`src/rtl/zigbee_cordic_pkg.sv`:
```
// Shared constants and types for the ZigBee vectoring-mode CORDIC phase detector.
// Angles are in units of 1/2^Z_W of a full turn; x/y carry three headroom bits over the input.
package zigbee_cordic_pkg;

    localparam int IQ_SIZE_D = 5;
    localparam int W_SIZE_D  = 6;
    localparam int ITER_D    = 6;
    localparam int GUARD_D   = 4;

    localparam int XY_W = IQ_SIZE_D + 3;
    localparam int Z_W  = W_SIZE_D + GUARD_D;

    // +half turn and -half turn share one bit pattern modulo a full turn.
    localparam logic signed [Z_W-1:0] HALF_TURN = {1'b1, {(Z_W-1){1'b0}}};

    typedef struct packed {
        logic signed [XY_W-1:0] x;
        logic signed [XY_W-1:0] y;
        logic signed [Z_W-1:0]  z;
    } cordic_t;

    // round(atan(2^-k) * 2^Z_W / 360 deg)
    function automatic logic signed [Z_W-1:0] atan_lut(input int k);
        case (k)
            0:       return Z_W'(128);
            1:       return Z_W'(76);
            2:       return Z_W'(40);
            3:       return Z_W'(20);
            4:       return Z_W'(10);
            5:       return Z_W'(5);
            6:       return Z_W'(3);
            7:       return Z_W'(1);
            default: return '0;
        endcase
    endfunction

endpackage

```
`src/rtl/zigbee_cordic_stage.sv`:
```
// One registered CORDIC vectoring micro-rotation with shift index K.
module zigbee_cordic_stage
    import zigbee_cordic_pkg::*;
#(
    parameter int K = 0
) (
    input  logic    clk,
    input  logic    rst,
    input  cordic_t stage_i,
    output cordic_t stage_o
);

    cordic_t                stage_d;
    cordic_t                stage_q;
    logic signed [XY_W-1:0] x_in;
    logic signed [XY_W-1:0] y_in;
    logic signed [Z_W-1:0]  z_in;

    always_comb begin
        x_in    = stage_i.x;
        y_in    = stage_i.y;
        z_in    = stage_i.z;
        stage_d = stage_i;
        // Rotate toward y = 0; both updates use this stage's input values.
        if (!y_in[XY_W-1]) begin
            stage_d.x = x_in + (y_in >>> K);
            stage_d.y = y_in - (x_in >>> K);
            stage_d.z = z_in + atan_lut(K);
        end else begin
            stage_d.x = x_in - (y_in >>> K);
            stage_d.y = y_in + (x_in >>> K);
            stage_d.z = z_in - atan_lut(K);
        end
    end

    always_ff @(posedge clk) begin
        if (rst) begin
            stage_q <= '0;
        end else begin
            stage_q <= stage_d;
        end
    end

    assign stage_o = stage_q;

endmodule

```
`src/rtl/zigbee_cordic_top.sv`:
```
// Pipelined CORDIC phase detector: Wout = quantised atan2(Qbb, Ibb), latency ITERATIONS+2.
// Optional ZIGBEE_CORDIC_VALID_EN adds in_valid/out_valid travelling with the data.
module zigbee_cordic_top
    import zigbee_cordic_pkg::*;
#(
    parameter int IQ_SIZE    = IQ_SIZE_D,
    parameter int W_SIZE     = W_SIZE_D,
    parameter int ITERATIONS = ITER_D,
    parameter int GUARD      = GUARD_D
) (
    input  logic                      clk,
    input  logic                      rst,
    input  logic signed [IQ_SIZE-1:0] Ibb,
    input  logic signed [IQ_SIZE-1:0] Qbb,
`ifdef ZIGBEE_CORDIC_VALID_EN
    input  logic                      in_valid,
    output logic                      out_valid,
`endif
    output logic signed [W_SIZE-1:0]  Wout
);

    function automatic logic signed [W_SIZE-1:0] round_angle(input logic signed [Z_W-1:0] z);
        return W_SIZE'((z + Z_W'(1 << (GUARD - 1))) >>> GUARD);
    endfunction

    logic signed [XY_W-1:0]  ix;
    logic signed [XY_W-1:0]  qx;
    cordic_t                 pre_d;
    cordic_t                 pre_q;
    logic                    nz_d;
    logic [ITERATIONS:0]     nz_q;
    logic signed [W_SIZE-1:0] wout_q;
    cordic_t                 pipe [ITERATIONS+1];

    // Stage 0: fold the left half-plane onto the right half-plane.
    always_comb begin
        ix      = XY_W'(Ibb);
        qx      = XY_W'(Qbb);
        nz_d    = (Ibb != '0) || (Qbb != '0);
        pre_d.x = ix;
        pre_d.y = qx;
        pre_d.z = '0;
        if (ix[XY_W-1]) begin
            pre_d.x = -ix;
            pre_d.y = -qx;
            pre_d.z = qx[XY_W-1] ? -HALF_TURN : HALF_TURN;
        end
    end

    // A cleared nz flag also forces Wout to 0 while flushed zeros drain out.
    always_ff @(posedge clk) begin
        if (rst) begin
            pre_q  <= '0;
            nz_q   <= '0;
            wout_q <= '0;
        end else begin
            pre_q  <= pre_d;
            nz_q   <= {nz_q[ITERATIONS-1:0], nz_d};
            wout_q <= nz_q[ITERATIONS] ? round_angle(pipe[ITERATIONS].z) : '0;
        end
    end

    assign pipe[0] = pre_q;

    // Stages 1..ITERATIONS: micro-rotations.
    for (genvar k = 0; k < ITERATIONS; k++) begin : g_stage
        zigbee_cordic_stage #(
            .K(k)
        ) u_stage (
            .clk     (clk),
            .rst     (rst),
            .stage_i (pipe[k]),
            .stage_o (pipe[k+1])
        );
    end

    assign Wout = wout_q;

`ifdef ZIGBEE_CORDIC_VALID_EN
    logic [ITERATIONS+1:0] vld_q;

    always_ff @(posedge clk) begin
        if (rst) begin
            vld_q <= '0;
        end else begin
            vld_q <= {vld_q[ITERATIONS:0], in_valid};
        end
    end

    assign out_valid = vld_q[ITERATIONS+1];
`endif

endmodule

```
`config.mk`:
```
export PLATFORM = sky130hd
export DESIGN_NAME = zigbee_cordic_top
export DESIGN_NICKNAME = d
export VERILOG_FILES = /design/src/rtl/zigbee_cordic_pkg.sv /design/src/rtl/zigbee_cordic_stage.sv /design/src/rtl/zigbee_cordic_top.sv
export SDC_FILE = /design/constraint.sdc
export NUM_CORES = 1
export LEC_CHECK = 0
export BUFFER_PORTS_ARGS = -buffer_cell sky130_fd_sc_hd__buf_2
export CAP_MARGIN = 20
export CORE_AREA = 2 2 146 148
export DETAILED_ROUTE_END_ITERATION = 8
export DIE_AREA = 0 0 148 150
export HOLD_SLACK_MARGIN = 0.06
export PLACE_DENSITY = 0.73
export SLEW_MARGIN = 10
export SYNTH_ARGS = -nofsm -noshare
export SYNTH_HDL_FRONTEND = slang
export SYNTH_HIERARCHICAL = 1
export SYNTH_SLANG_ARGS = --single-unit
```
`constraint.sdc`:
```
create_clock -name clk -period 3.8 [get_ports clk]
set_input_delay 0.19 -clock clk [delete_from_list [all_inputs] [get_ports clk]]
set_output_delay 0.19 -clock clk [all_outputs]
set_load 0.005 [all_outputs]
```
==> reports/metrics.yaml <==
cells_and_area:
  final_layout_size_suffix_gt1_share_pct: 7.60
  layout_commonest_cell: "dfxtp_1"
  n_antenna_cell: 0
  layout_common_cells: "dfxtp_1 (147), ha_1 (116), nor2_1 (111), inv_1 (85), a21oi_1 (57)"
  nets: 1210
  fin_util_pct: 49.8
  area_growth_pct: 10.3
grt:
  grt_util_met1_pct: 17.9
  met3_usage_pct: 3.23
  grt.busiest_layer: "met2"
  grt_use_total_pct: 16.0
  gr-usage-met2_pct: 29.8
  grt.overflow.total: 0
  antenna_found_initial: 0
  grt_pass1_wl_mm: 29.5
  grt_max_degree: 95
  grt_pass1_vias: 6687
timing:
  relSlewSlack_pct: 47.2
  hold_viol: 0
  worstMarginPinSlew_ns: 0.792
  skew_ns: 0.00767
  fmax_mhz: 398
  setup_viol: 0
  fin_crit_sh_pct: 66.1
  maxSlewViolCount: 0
  final.setup.tns_ns: 0
  layout_min_cycle_time_ns: 2.51
  rsz0062_at_grt: "false"
detailed_routing:
  drt_iter0_markers: 383
  num_vias: 7097
  ant_nets: 0
  via_per_inst: 5.24
  first_pass_iters: 5
  drc: 0
  drt-total-wl_mm: 17.2
  wl_per_cell_um: 12.7
hold_path:
  hp-start: "Ibb[4]"
  whs_endpoint: "pipe[167]$_SDFF_PP0_"
  hold_path_depth: 3
  min_path_type: "input port to flop"
clocking:
  clk_pin_slew_ns: 0.06
  cts_tree: "done"
  h-tree-depth: 4
  cts-root-buf: "clkbuf_16"
  cts_setup_buffers: 0
  cts.sinks: 147
  cts_buffer_depth: 2
  worstSkewPairLatency_ns: 0.42
  cts_made_buffers: 17
critical_path:
  cp-end-kind: "flop"
  reg2reg_depth: 7
  r2r-end: "g_stage[1].u_stage/stage_o[23]$_SDFF_PP0_"
  cp_slowest_cell: "dfxtp_1"
  regToRegSetupSlack_ns: 1.29
  crit_arrival_ns: 2.84
  cpMostUsedCell: "o21a_1"
  cp_num_buf_inv: 0
  critPathRequiredTime_ns: 4.12
  crit_chain: "mux2i_1 > ha_1 > nor2b_1 > o31a_1 > o21a_1 > o21a_1 > nor3_1"
  slowest_delay_ns: 0.74
  crit_type: "flop to flop"
  crit_fanout: 18
  setup.worst_path.start_class: "flop"
  crit_family: "flip-flops"
  r2r_start: "g_stage[0].u_stage/stage_o[17]$_SDFF_PP0_"
job:
  drv_cap: 0
floorplan:
  io_pins: 18
  rows: 53
  start_util_pct: 45.2
  die_x_um: 148
  core_area_mm2: 0.0207
  die_area_mm2: 0.0222
  die_h_um: 150
placed_design:
  dp_hpwl_mm: 12.6
  port-buffer-count: 17
  place_congestion: 0.861
yosys:
  syn_area_mm2: 0.00935
  yosysWarnings: 6
  syn_inst: 1046
  avgSynthCellArea_um2: 8.93
run_status:
  status: "completed"
power:
  ir_worst_vdd_uv: 453
  power_density_mw_per_mm2: 803
  p_leak_nw: 4.47
## flip-flops by register name, indices dropped and copies added, names as in the netlist
| name | count |
|---|---|
| g_stage.u_stage/stage_o | 117 |
| pipe | 17 |
| nz_q | 7 |
| Wout | 6 |
## report_power, final
group	switching, mW	internal (mW)
Combinational	2.24	2.09
Clock	0.612	1.03
Sequential	0.369	1.94
## through the flow
step / hold slack [ns] / instances / instance area [um2] / worst slack (ns) / total power [mW]
after floorplan: 0.264 / 1058 / 9390 / 1.48 / 5.86
after global placement: 0.415 / 1315 / 9640 / 1.36 / 6.52
after detailed placement: 0.422 / 1315 / 9640 / 1.29 / 6.59
after CTS: 0.135 / 1354 / 10300 / 1.27 / 8.31
after global routing: 0.177 / 1354 / 10300 / 1.11 / 9.06
final: 0.149 / 1354 / 10300 / 1.29 / 8.28
## per-layer routing
| layer | wire [um] | vias to the layer above |
|---|---|---|
| li1 | - | 3686 |
| met3 | 517 | 39 |
| met5 | 0 | - |
| met4 | 373 | 0 |
| met2 | 8700 | 122 |
| met1 | 7580 | 3250 |
## layout make-up
type | instances | area [um2]
clock buffers | 22 | 484
repair buffers | 27 | 195
inverters | 88 | 330
clock inverters | 9 | 104
flip-flops and latches | 147 | 2940
fillers | 1926 | 10400
multi-input cells | 786 | 5910
well taps | 275 | 344
## tightest hold or removal path, cell delays in order
cell     delay (ns)
buf_2          0.18
mux2i_1        0.09
nor2_1         0.07
## how the worst max path moves through the flow
stage	start	to	slack (ns)	depth (start not counted)
after floorplan	g_stage[2].u_stage/stage_o[17]$_SDFF_PP0_	g_stage[3].u_stage/stage_o[23]$_SDFF_PP0_	1.48	9
after global placement	g_stage[0].u_stage/stage_o[17]$_SDFF_PP0_	g_stage[1].u_stage/stage_o[15]$_SDFF_PP0_	1.36	7
after detailed placement	g_stage[0].u_stage/stage_o[17]$_SDFF_PP0_	g_stage[1].u_stage/stage_o[23]$_SDFF_PP0_	1.29	7
after CTS	g_stage[0].u_stage/stage_o[17]$_SDFF_PP0_	g_stage[1].u_stage/stage_o[23]$_SDFF_PP0_	1.27	7
after global routing	g_stage[2].u_stage/stage_o[17]$_SDFF_PP0_	g_stage[3].u_stage/stage_o[16]$_SDFF_PP0_	1.11	5
final	g_stage[0].u_stage/stage_o[17]$_SDFF_PP0_	g_stage[1].u_stage/stage_o[23]$_SDFF_PP0_	1.29	7
## what timing repair did
| action | in CTS | in global routing |
|---|---|---|
| hold endpoints to repair | 8 | 0 |
| hold buffers | 8 | 0 |
| gates resized for setup | 0 | 0 |
(Power assumes the default switching activity.)
